--- config.mk ---
export PLATFORM = sky130hd
export DESIGN_NAME = reg_pipe_elastic
export DESIGN_NICKNAME = d
export VERILOG_FILES = /design/src/rtl/reg_pipe_pkg.sv /design/src/rtl/reg_pipe_stage.sv /design/src/rtl/reg_pipe_elastic.sv
export SDC_FILE = /design/constraint.sdc
export NUM_CORES = 1
export LEC_CHECK = 0
export ABC_AREA = 0
export BUFFER_PORTS_ARGS = -buffer_cell sky130_fd_sc_hd__buf_4
export CAP_MARGIN = 20
export CORE_UTILIZATION = 54
export CTS_CLUSTER_DIAMETER = 100
export CTS_CLUSTER_SIZE = 20
export DETAILED_ROUTE_END_ITERATION = 12
export PLACE_DENSITY = 0.87
export SLEW_MARGIN = 20
export SYNTH_ARGS = -nofsm -noshare
export SYNTH_HDL_FRONTEND = slang
export SYNTH_SLANG_ARGS = --single-unit
export TNS_END_PERCENT = 10
--- constraint.sdc ---
create_clock -name clk -period 2.5 [get_ports clk]
set_input_delay 0.125 -clock clk [delete_from_list [all_inputs] [get_ports clk]]
set_output_delay 0.125 -clock clk [all_outputs]
set_load 0.005 [all_outputs]
--- src/rtl/reg_pipe_pkg.sv ---
// Shared helpers for the elastic register pipeline (reg_pipe_elastic).
package reg_pipe_pkg;

   function automatic int unsigned clog2(input int unsigned value);
      int unsigned r;
      r = 0;
      for (int unsigned v = value - 1; v > 0; v = v >> 1) begin
         r = r + 1;
      end
      return r;
   endfunction

endpackage

--- src/rtl/reg_pipe_stage.sv ---
// One elastic pipeline stage: data/valid register with load, drain and clear.
module reg_pipe_stage
   import reg_pipe_pkg::*;
#(
   parameter int unsigned          WIDTH   = 8,
   parameter logic [WIDTH-1:0]     RST_VAL = '0
) (
   input  logic             clk,
   input  logic             rst,
   input  logic             clear,
   input  logic             load,
   input  logic             drain,
   input  logic [WIDTH-1:0] src_data,
   output logic             valid,
   output logic [WIDTH-1:0] data
);

   always_ff @(posedge clk or negedge rst) begin
      if (!rst) begin
         valid <= 1'b0;
         data  <= RST_VAL;
      end else begin
         if (clear) begin
            valid <= 1'b0;
         end else if (load) begin
            valid <= 1'b1;
         end else if (drain) begin
            valid <= 1'b0;
         end
         // Data only changes on an accepted load; emptying leaves the old word in place.
         if (load && !clear) begin
            data <= src_data;
         end
      end
   end

endmodule

--- src/rtl/reg_pipe_elastic.sv ---
// Elastic DEPTH-stage register pipeline with valid/ready handshake and bubble collapse.
// Optional synchronous flush port enabled by defining REG_PIPE_FLUSH_EN.
module reg_pipe_elastic
   import reg_pipe_pkg::*;
#(
   parameter int unsigned          WIDTH   = 8,
   parameter int unsigned          DEPTH   = 4,
   parameter logic [WIDTH-1:0]     RST_VAL = '0
) (
   input  logic                          clk,
   input  logic                          rst,
`ifdef REG_PIPE_FLUSH_EN
   input  logic                          flush,
`endif
   input  logic [WIDTH-1:0]              in_data,
   input  logic                          in_valid,
   output logic                          in_ready,
   output logic [WIDTH-1:0]              out_data,
   output logic                          out_valid,
   input  logic                          out_ready,
   output logic [clog2(DEPTH+1)-1:0]     occupancy
);

   localparam int unsigned OCC_W = clog2(DEPTH + 1);

   logic [DEPTH-1:0] v;
   logic [DEPTH-1:0] adv;
   logic [DEPTH-1:0] load;
   logic [WIDTH-1:0] d   [DEPTH];
   logic [WIDTH-1:0] src [DEPTH];
   logic             clear;
   logic             in_fire;
   logic             out_fire;

`ifdef REG_PIPE_FLUSH_EN
   assign clear = flush;
`else
   assign clear = 1'b0;
`endif

   // Advance chain resolves from the output end back towards the input.
   always_comb begin
      adv  = '0;
      load = '0;
      adv[DEPTH-1] = v[DEPTH-1] & out_ready;
      for (int unsigned i = 1; i < DEPTH; i++) begin
         adv[DEPTH-1-i] = v[DEPTH-1-i] & (~v[DEPTH-i] | adv[DEPTH-i]);
      end
      in_ready = ~v[0] | adv[0];
      in_fire  = in_valid & in_ready;
      load[0]  = in_fire;
      for (int unsigned i = 1; i < DEPTH; i++) begin
         load[i] = adv[i-1];
      end
   end

   for (genvar k = 0; k < DEPTH; k++) begin : g_stage
      if (k == 0) begin : g_src_in
         assign src[k] = in_data;
      end else begin : g_src_prev
         assign src[k] = d[k-1];
      end

      reg_pipe_stage #(
         .WIDTH   (WIDTH),
         .RST_VAL (RST_VAL)
      ) u_stage (
         .clk      (clk),
         .rst      (rst),
         .clear    (clear),
         .load     (load[k]),
         .drain    (adv[k]),
         .src_data (src[k]),
         .valid    (v[k]),
         .data     (d[k])
      );
   end

   assign out_valid = v[DEPTH-1];
   assign out_data  = d[DEPTH-1];
   assign out_fire  = v[DEPTH-1] & out_ready;

   always_ff @(posedge clk or negedge rst) begin
      if (!rst) begin
         occupancy <= '0;
      end else if (clear) begin
         occupancy <= '0;
      end else begin
         case ({in_fire, out_fire})
            2'b10:   occupancy <= occupancy + OCC_W'(1);
            2'b01:   occupancy <= occupancy - OCC_W'(1);
            default: occupancy <= occupancy;
         endcase
      end
   end

endmodule

==> impl_summary.log <==
INFO  metric worstPathMaxFanout = 9
INFO  metric drt_iter0_drc = 12
INFO  metric cell_taking_the_most_area_after_synthesis = sky130_fd_sc_hd__dfrtp_1
INFO  metric pin_count_of_the_biggest_net_entering_global_routing = 40
INFO  metric io-pin-count = 25
INFO  metric maxClockFrequency = 474 MHz
INFO  metric cell_leakage_power = about 0.85 nW
INFO  metric cp-end-kind = flop
INFO  metric post_cts.resized_instances = 0
INFO  metric cts_htree_levels = 2
INFO  metric crit_arrival = approximately 2400 ps
INFO  metric synth.area.top_cells = sky130_fd_sc_hd__dfrtp_1 (62%), sky130_fd_sc_hd__mux2_2 (23%), sky130_fd_sc_hd__buf_4 (3.8%)
INFO  metric synth.net_count = around 120
INFO  metric r2r_slack = 390 ps
INFO  metric post-route-period-util = 0.845
INFO  metric dpl.hpwl = 1560 µm
INFO  metric synth_flop_cell = sky130_fd_sc_hd__dfrtp_1
INFO  metric clk_root_buffer_cell = sky130_fd_sc_hd__clkbuf_4
INFO  metric clk_latency = roughly 330 ps
INFO  metric floorplan.die.height = 56.2 µm
INFO  metric timing.setup.tns = 0 ps
INFO  metric cellPowerDensity = 960 mW/mm²
INFO  metric floorplan.rows = 19
INFO  metric hold_violations = 0
INFO  metric worst_clock_skew_on_the_final_layout = 7.80 ps
INFO  metric whs = 13.1 ps
INFO  metric gp_congestion = around 0.64
INFO  metric worst_hold_path_type = input pin to flop
INFO  metric initial_utilization = 0.575
INFO  metric tritoncts = yes
INFO  metric die_w = 56.2 µm
INFO  metric portBuffers = 24
INFO  metric synthToLayoutAreaGrowth = 16.7%
INFO  metric routedWlPerCell = 13.7 µm
INFO  metric synth.cells.most_frequent = sky130_fd_sc_hd__dfrtp_1 (39), sky130_fd_sc_hd__mux2_2 (32), sky130_fd_sc_hd__buf_4 (8), sky130_fd_sc_hd__inv_1 (5), sky130_fd_sc_hd__nand2_1 (4)
INFO  metric rsz0062_at_grt = no
INFO  metric synth-async-reset-ratio = 1.00
INFO  metric num_vias = 840
INFO  metric tightest_slew = 466 ps
INFO  metric gr_usage_total = 0.170
INFO  metric antenna_violating_nets_post_route = 0
INFO  metric yosysTopAreaCellShare = 0.616
INFO  metric dieArea = ~0.0032 mm²
INFO  metric fin_area = around 0.0019 mm²
INFO  metric synth-edff-count = 0
INFO  metric post_cts.repair.setup_buffers = 0
INFO  metric cts-root-to-sink-buffers = 2
INFO  metric yosysMostFrequentCell = sky130_fd_sc_hd__dfrtp_1
INFO  metric grt_antenna_before_repair = 0
INFO  metric fin_crit = 2110 ps
INFO  metric drc_errors = 0
INFO  metric max_cap_violation_count = 0
INFO  metric ff_latch_count_synth = 39
INFO  metric grt_pass1_wl = 4000 µm
INFO  metric run_status = complete, no violations
INFO  metric clock-sinks = 39
INFO  metric clk_transition_reported_paths = 110 ps
INFO  metric synthCells = 104
INFO  metric start_kind = flop
INFO  metric timing.final.max_slew_violations = 0
INFO  metric synth_area_per_cell = 15.2 µm²
INFO  metric core_area = 0.00276 mm²
INFO  metric number_of_global_route_vias_before_repair = 882
INFO  metric portion_of_the_post_synthesis_area_used_by_sequential_elements = 0.616
INFO  metric worstPathRequired = approximately 2800 ps
INFO  metric antennaDiodeCount = 0
INFO  metric grt_remaining_overflow = 0
INFO  metric synthesis.yosys.warnings = 0
INFO  metric fillerInstances = about 190
INFO  metric wirelength = 2240 µm
INFO  metric critPathKind = flop to flop
INFO  metric syn_area = 0.00159 mm²
INFO  metric post_detailed_placement_cell_area = 0.00174 mm²
INFO  metric worst_slew_margin_rel = 0.689
INFO  metric layout-drive-gt1-share = 0.515
INFO  metric worst_ir_drop_vdd = around 0.00072 V
INFO  metric firstDrtPassIters = 4
INFO  metric synth_cell_types = 19
INFO  metric final-setup-viol-count = 0
INFO  metric count_of_nets_after_finishing = 146
INFO  metric cts_buffers = 5
INFO  metric avgViaCountPerCell = 5.15
routing by layer:
metal  GRT usage  up-vias  routed length (µm)
met5           0        -                   0
met4      0.0801        0                  49
met3      0.0628        6                  95
met2       0.262       19                1100
met1       0.212      416                 990
li1            -      399                   -
report_power, final:
part           switching, W  total [W]  internal (W)
clock network      0.000187   0.000317      0.000130
logic              0.000172   0.000495      0.000323
registers          0.000120   0.000964      0.000845
worst max-delay path, cell delays in order, from the launching register on:
cell and delay (ps):
sky130_fd_sc_hd__dfrtp_1 450, sky130_fd_sc_hd__nand4b_4 160, sky130_fd_sc_hd__o21ai_4 300, sky130_fd_sc_hd__ha_1 250
sky130_fd_sc_hd__inv_1 60, sky130_fd_sc_hd__fa_1 370, sky130_fd_sc_hd__xor2_1 150, sky130_fd_sc_hd__nor2_1 110
sky130_fd_sc_hd__xor2_1 170
through the flow:
stage	setup WS, ps	power, W	instances	utilization
after floorplan	607	0.00132	104	-
after global placement	543	0.00144	151	0.632
after detailed placement	421	0.00147	151	0.632
after CTS	349	0.00179	159	0.657
after global routing	224	0.00190	163	0.671
final	389	0.00178	163	0.671
kinds of logic after synthesis:
logic type,after synthesis,share of synthesized area
AOI/OAI and AO/OA,4,0.0237
xor gates and xnor gates,3,0.0166
adders and majority gates,2,0.0205
buffers and inverters,13,0.0497
DFF,39,0.616
muxes,32,0.227
and+or+nand+nor,11,0.0466
final timing paths:
path	start	endpoint	cells after the start
max in group asynchronous	rst	g_stage[3].u_stage.data[7]	2
hold reg to reg	g_stage[2].u_stage.data[4]	g_stage[3].u_stage.data[4]	1
min in group asynchronous	rst	g_stage[3].u_stage.valid	2
setup / recovery	g_stage[3].u_stage.valid	occupancy[2]	8
setup reg to reg	g_stage[3].u_stage.valid	occupancy[2]	8
hold / removal	in_valid	g_stage[0].u_stage.valid	2
flip-flops by register name (all words and copies together), names as in the netlist:
register               count
g_stage.u_stage.valid      4
g_stage.u_stage.data      32
occupancy                  3
final cells by class:
class                           count  area [µm²]  area share
Clock buffer                        6        51.3      0.0277
Multi-Input combinational cell     52         531       0.287
Inverter                            5        18.8      0.0101
Timing Repair Buffer               29         230       0.124
Clock inverter                      1        5.00     0.00270
Tap cell                           31        38.8      0.0210
Sequential cell                    39         976       0.527
repair_timing:
action | in CTS | in global routing
setup endpoints to repair | 0 | 0
hold buffers | 1 | 4
hold endpoints to repair | 39 | 4
layout by cell type, fill, tap and decap left out, drive strengths merged:
| cell | count |
|---|---|
| fa | 1 |
| o21ai | 3 |
| dfrtp | 39 |
| buf | 24 |
| and2 | 1 |
| ha | 1 |
| clkinv | 1 |
| nand2b | 2 |
| inv | 5 |
| nand2 | 5 |
| xnor2 | 1 |
| xor2 | 2 |
| dlygate4sd3 | 5 |
| o21bai | 1 |
| mux2 | 32 |
| or2 | 1 |
| nor2 | 1 |
| nand4b | 1 |
| clkbuf | 6 |
(Power assumes the default switching activity.)
